File: config.mk
export PLATFORM = sky130hd
export DESIGN_NAME = psk_symbol_mapper
export DESIGN_NICKNAME = d
export VERILOG_FILES = /design/src/rtl/psk_symbol_mapper.sv
export SDC_FILE = /design/constraint.sdc
export NUM_CORES = 1
export LEC_CHECK = 0
export BUFFER_PORTS_ARGS = -buffer_cell sky130_fd_sc_hd__buf_2
export CORE_MARGIN = 2
export CORE_UTILIZATION = 53
export DETAILED_ROUTE_END_ITERATION = 7
export GPL_TIMING_DRIVEN = 0
export PLACE_DENSITY = 0.79
export SETUP_SLACK_MARGIN = 0.05
export SLEW_MARGIN = 20
export SYNTH_ARGS = -nofsm -noshare
export SYNTH_HDL_FRONTEND = slang
export SYNTH_SLANG_ARGS = --single-unit
export TNS_END_PERCENT = 1
File: constraint.sdc
create_clock -name clk -period 1.6 [get_ports clk]
set_input_delay 0.24 -clock clk [delete_from_list [all_inputs] [get_ports clk]]
set_output_delay 0.24 -clock clk [all_outputs]
set_load 0.1 [all_outputs]
File: src/rtl/psk_symbol_mapper.sv
// psk_symbol_mapper
// Streaming BPSK/QPSK mapper. Accepts one N-bit codeword per input handshake
// and serialises it LSB first into registered, signed I/Q symbols.
// Bit 0 maps to +1 and bit 1 maps to -1 (all-ones).
//
// State table
//   state | meaning
//   IDLE  | in_ready high, waiting for a codeword
//   SEND  | presenting symbols; advances on each output handshake
//
// Ports
//   clk, rst            : clock, synchronous active-high reset
//   in_valid/in_ready   : codeword handshake
//   in_data [N-1:0]     : codeword, bit 0 sent first
//   in_mode             : 0 = BPSK, 1 = QPSK, captured with the codeword
//   out_valid/out_ready : symbol handshake
//   out_i, out_q        : signed AMP_W-bit rail levels
//   out_last            : final symbol of the codeword
module psk_symbol_mapper #(
    parameter int N     = 12,
    parameter int AMP_W = 2
) (
    input  logic             clk,
    input  logic             rst,
    input  logic             in_valid,
    output logic             in_ready,
    input  logic [N-1:0]     in_data,
    input  logic             in_mode,
    output logic             out_valid,
    input  logic             out_ready,
    output logic [AMP_W-1:0] out_i,
    output logic [AMP_W-1:0] out_q,
    output logic             out_last
);

    localparam int CW = $clog2(N) + 1;
    localparam logic [CW-1:0] LAST_BPSK = CW'(N - 1);
    localparam logic [CW-1:0] LAST_QPSK = CW'((N + 1) / 2 - 1);
    localparam logic [AMP_W-1:0] LVL_POS  = AMP_W'(1);
    localparam logic [AMP_W-1:0] LVL_NEG  = '1;
    localparam logic [AMP_W-1:0] LVL_ZERO = '0;
    localparam bit N_ODD = (N % 2) == 1;

    typedef enum logic {
        IDLE = 1'b0,
        SEND = 1'b1
    } state_t;

    state_t           state_q, state_d;
    logic [N-1:0]     shift_q, shift_d;
    logic             mode_q, mode_d;
    logic [CW-1:0]    cnt_q, cnt_d;
    logic [AMP_W-1:0] out_i_q, out_i_d;
    logic [AMP_W-1:0] out_q_q, out_q_d;
    logic             out_valid_q, out_valid_d;
    logic             out_last_q, out_last_d;

    logic             in_hs;
    logic             out_hs;
    logic [N-1:0]     shift_nxt;
    logic [CW-1:0]    cnt_nxt;

    function automatic logic [AMP_W-1:0] level(input logic b);
        return b ? LVL_NEG : LVL_POS;
    endfunction

    // In QPSK with odd N the last symbol has no partner bit for Q, so the
    // quadrature rail is left silent rather than sending a padded +1.
    function automatic logic [AMP_W-1:0] sym_q(input logic mode, input logic b,
                                               input logic [CW-1:0] idx);
        if (!mode)
            return LVL_ZERO;
        if (N_ODD && (idx == LAST_QPSK))
            return LVL_ZERO;
        return level(b);
    endfunction

    function automatic logic is_last(input logic mode, input logic [CW-1:0] idx);
        return mode ? (idx == LAST_QPSK) : (idx == LAST_BPSK);
    endfunction

    assign in_ready  = (state_q == IDLE) && !rst;
    assign in_hs     = in_valid && in_ready;
    assign out_hs    = out_valid_q && out_ready;
    assign out_valid = out_valid_q;
    assign out_i     = out_i_q;
    assign out_q     = out_q_q;
    assign out_last  = out_last_q;

    always_comb begin
        state_d     = state_q;
        shift_d     = shift_q;
        mode_d      = mode_q;
        cnt_d       = cnt_q;
        out_i_d     = out_i_q;
        out_q_d     = out_q_q;
        out_valid_d = out_valid_q;
        out_last_d  = out_last_q;
        shift_nxt   = mode_q ? (shift_q >> 2) : (shift_q >> 1);
        cnt_nxt     = cnt_q + CW'(1);

        case (state_q)
            IDLE: begin
                if (in_hs) begin
                    shift_d     = in_data;
                    mode_d      = in_mode;
                    cnt_d       = '0;
                    out_i_d     = level(in_data[0]);
                    out_q_d     = sym_q(in_mode, in_data[1], '0);
                    out_last_d  = is_last(in_mode, '0);
                    out_valid_d = 1'b1;
                    state_d     = SEND;
                end
            end
            SEND: begin
                if (out_hs) begin
                    if (out_last_q) begin
                        out_valid_d = 1'b0;
                        out_last_d  = 1'b0;
                        out_i_d     = LVL_ZERO;
                        out_q_d     = LVL_ZERO;
                        cnt_d       = '0;
                        state_d     = IDLE;
                    end else begin
                        shift_d    = shift_nxt;
                        cnt_d      = cnt_nxt;
                        out_i_d    = level(shift_nxt[0]);
                        out_q_d    = sym_q(mode_q, shift_nxt[1], cnt_nxt);
                        out_last_d = is_last(mode_q, cnt_nxt);
                    end
                end
            end
            default: state_d = IDLE;
        endcase
    end

    always_ff @(posedge clk) begin
        if (rst) begin
            state_q     <= IDLE;
            shift_q     <= '0;
            mode_q      <= 1'b0;
            cnt_q       <= '0;
            out_i_q     <= '0;
            out_q_q     <= '0;
            out_valid_q <= 1'b0;
            out_last_q  <= 1'b0;
        end else begin
            state_q     <= state_d;
            shift_q     <= shift_d;
            mode_q      <= mode_d;
            cnt_q       <= cnt_d;
            out_i_q     <= out_i_d;
            out_q_q     <= out_q_d;
            out_valid_q <= out_valid_d;
            out_last_q  <= out_last_d;
        end
    end

endmodule

==> Flow_metrics.wiki <==
{| class="wikitable"
! Metric !! Value
|-
| All-layer global routing usage || 24.2%
|-
| Clock latency at the later pin of the worst-skew pair || 0.32 ns
|-
| Sort of element at the start of the critical path || register
|-
| 1st-iter DRT viols || 36
|-
| Fin cells || 199
|-
| Instance area after placement || 1410 um2
|-
| Critical Path Source || state_q
|-
| Tightest Pin Transition || 0.472 ns
|-
| Class of the most critical setup path || reg2out
|-
| Horizontal extent of the die || 52.6 um
|-
| Switching power total || 0.375 mW
|-
| Detailed-route wire length || 3.10 mm
|-
| Max VDD drop || 0.722 mV
|-
| Gr ovfl total || 0
|-
| Vias || 1,190
|-
| Relative contribution of the clock network to total power || 22.9%
|-
| Number of max-cap violations || 0
|-
| Nets@finish || 191
|-
| Worst endpoint required time || 1.36 ns
|-
| Launching point of the worst reg2reg path || state_q
|-
| Initial antenna violation count || 0
|-
| Fmax || 0.659 GHz
|-
| Critical Path, Cell by Cell || clkbuf_4, nor2_4, buf_4
|-
| Count of endpoints failing setup in the final report || 0
|-
| Dominant delay contributor by cell family on the critical path || buffers and inverters
|-
| Total instance count after detailed placement || 196
|-
| Cell at the root of the clock tree || clkbuf_4
|-
| Internal || 0.805 mW
|-
| Status || complete, no violations
|-
| Count of antenna diodes in the layout || 0
|-
| Switching portion of total power || 31.8%
|-
| Power Dens Cells || 811 nW/um2
|-
| Total non-filler cell area in the finished layout || 1460 um2
|-
| Number of instances in the synthesized netlist || 146
|-
| Mean cell area of the mapped netlist || 8.59 um2
|-
| Final min period || 1.52 ns
|-
| CTS sink cnt || 24
|-
| Number of top-level pins || 24
|-
| Total of buffers placed on input and output ports || 22
|-
| Share of layout cells above drive strength 1 || 25.7%
|-
| Setup repair after global routing missed its margin || true
|-
| Endpoint arrival time on the critical path || 1.28 ns
|-
| Number of failing hold endpoints at the final stage || 0
|-
| Worst hold path startpoint || rst
|-
| Highest cell delay on the worst timing path || 0.33 ns
|-
| Number of global-route vias before repair || 1,119
|-
| Synthesis Warnings || 0
|-
| Detailed-route DRC error count || 0
|-
| Number of distinct standard cells referenced by the synthesized netlist || 32
|-
| Combinational group share of total power || 22.5%
|-
| Clock slew seen by the registers of the worst setup and hold paths || 0.12 ns
|-
| Kind of end point of the critical path || output port
|-
| Worst path buffer plus inverter count || 2
|-
| Rel. slew slack || 68.4%
|-
| Most common library cell in the layout ignoring fill and taps || buf_2
|-
| First-pass GRT wire length || 4.94 mm
|-
| Sum of negative setup slack || 0 ns
|-
| Final weighted congestion of routability-driven global placement || 0.776
|-
| Highest-count cells in the layout ignoring fill and taps || buf_2 (25), dfxtp_1 (20), a21oi_1 (17)
|-
| Number of levels the H-tree was split into || 1
|-
| Post-DR vias/cell || 5.98
|-
| Seq cells post-synth || 24
|-
| Fill cells || 197
|-
| Total power consumption of the routed design || 1.18 mW
|-
| Die extent in y || 52.6 um
|-
| Sequential cell area fraction in the yosys report || 38.3%
|-
| Pin count of the biggest net entering global routing || 13
|-
| Static Leakage || 0.547 nW
|-
| Routed length per placed instance || 15.6 um
|-
| Cts bufs inserted || 3
|-
| Sequential group share of total power || 54.6%
|-
| Total setup buffers inserted after CTS || 0
|-
| Floorplan die area || 2770 um2
|-
| Critical Path Slowest Stage Cell || dfxtp_1
|-
| Post-synthesis cell area || 1250 um2
|-
| Detailed placement HPWL || 2.15 mm
|-
| Initial core utilization || 56.1%
|-
| Final Max Tran Viols || 0
|-
| Final worst-path cycle share || 94.8%
|-
| Cts hold-fix bufs || 0
|-
| Core region area || 2230 um2
|-
| Number of placement rows || 17
|-
| Mapped Nets || 164
|-
| Clock Tree Buf Depth || 2
|-
| TritonCTS clock tree || done
|-
| Layout Skew || 0.00188 ns
|-
| Layout Area Growth over Synthesis || 16.1%
|-
| Remaining antenna violation count after routing || 0
|-
| CP max FO || 10
|-
| Class of the tightest hold or removal check || in2reg
|-
| Count of TritonRoute iterations in the first routing pass || 5
|}
[what timing repair did]
| item | CTS | global route |
|---|---|---|
| cloned | 0 | 0 |
| gates resized for setup | 1 | 9 |
| setup endpoints to repair | 4 | 14 |
[logic make-up after synthesis]
kind of cell               synth area share (%)
AOI/OAI and AO/OA                          23.4
and+or+nand+nor                            18.1
DFF                                        38.3
buffers and inverters                      6.79
muxes                                      10.4
xor gates and xnor gates                   2.10
adders and majority gates                 0.998
[synth_stat cells]
cell,count,area share [%]
and2_4,1,0.70
a32oi_1,2,1.4
a22oi_1,2,1.2
dfxtp_1,24,38
nor3b_1,1,0.60
a21oi_1,17,6.8
and3b_1,1,0.70
or3b_4,1,0.90
nand3_1,3,1.2
o21ai_0,10,4.0
nand2_1,13,3.9
nand2b_1,2,1.0
nor2_1,15,4.5
buf_6,4,3.6
a21oi_4,1,1.3
buf_2,5,2.0
clkbuf_1,3,0.90
and2_1,1,0.50
inv_1,1,0.30
nand4_1,1,0.50
nor2b_1,1,0.50
or4_1,1,0.60
nand4b_1,1,0.70
xnor2_1,3,2.1
ha_1,1,1.0
a211oi_1,1,0.60
nand3b_1,3,1.8
o21ai_1,2,0.80
a311oi_1,2,1.4
o22ai_1,1,0.50
o211ai_1,9,5.4
mux2i_1,13,10
[worst paths after layout]
check	to	slack, ns	cells past startpoint
setup / recovery	in_ready	0.08	3
hold / removal	cnt_q[3]	0.12	2
setup reg to reg	cnt_q[3]	0.11	5
hold reg to reg	out_q[0]	0.49	2
[worst register-to-register path, cell delays in order (launching register included)]
cell	delay, ns
dfxtp_1	0.36
clkbuf_4	0.21
nand2b_1	0.10
nor2_1	0.38
a21oi_1	0.13
a211oi_1	0.24
[metrics by stage]
step / utilization, % / setup WS (ns) / hold WS (ns)
after CTS: 64.2 / 0.00561 / 0.117
after global routing: 65.2 / -0.0177 / 0.113
after detailed placement: 63.1 / 0.0397 / 0.471
after global placement: 63.1 / 0.0586 / 0.440
final: 65.2 / 0.0827 / 0.117
after floorplan: - / 0.0130 / 0.353
[metal layers]
metal | routed length (um) | up-vias | share of wire [%] | track usage, %
met5 | 0 | - | 0 | 0
met4 | 75 | 0 | 2.4 | 11.5
met3 | 179 | 9 | 5.8 | 3.43
met2 | 1440 | 52 | 47 | 38.1
met1 | 1400 | 550 | 45 | 32.3
li1 | - | 579 | - | -
[registers in the layout, summed over array words and instances (netlist names)]
register / count
shift_q: 11
cnt_q: 5
out_i: 2
out_q: 2
mode_q: 1
out_last: 1
out_valid: 1
state_q: 1
[power groups by stage]
stage | registers [mW] | clock network (mW) | logic, mW
after floorplan | 0.703 | 0 | 0.149
after global placement | 0.656 | 0 | 0.254
after detailed placement | 0.658 | 0 | 0.260
after CTS | 0.644 | 0.275 | 0.262
after global routing | 0.648 | 0.296 | 0.286
final | 0.644 | 0.270 | 0.265
[cell type report]
class | instances | area [um2] | area share [%]
flip-flops and latches | 24 | 488 | 33.5
plain buffers | 12 | 85.1 | 5.85
multi-input cells | 109 | 708 | 48.7
well taps | 28 | 35.0 | 2.41
clock buffers | 3 | 22.5 | 1.55
inverters | 1 | 3.75 | 0.258
repair buffers | 22 | 113 | 7.74
(Power assumes the default switching activity.)
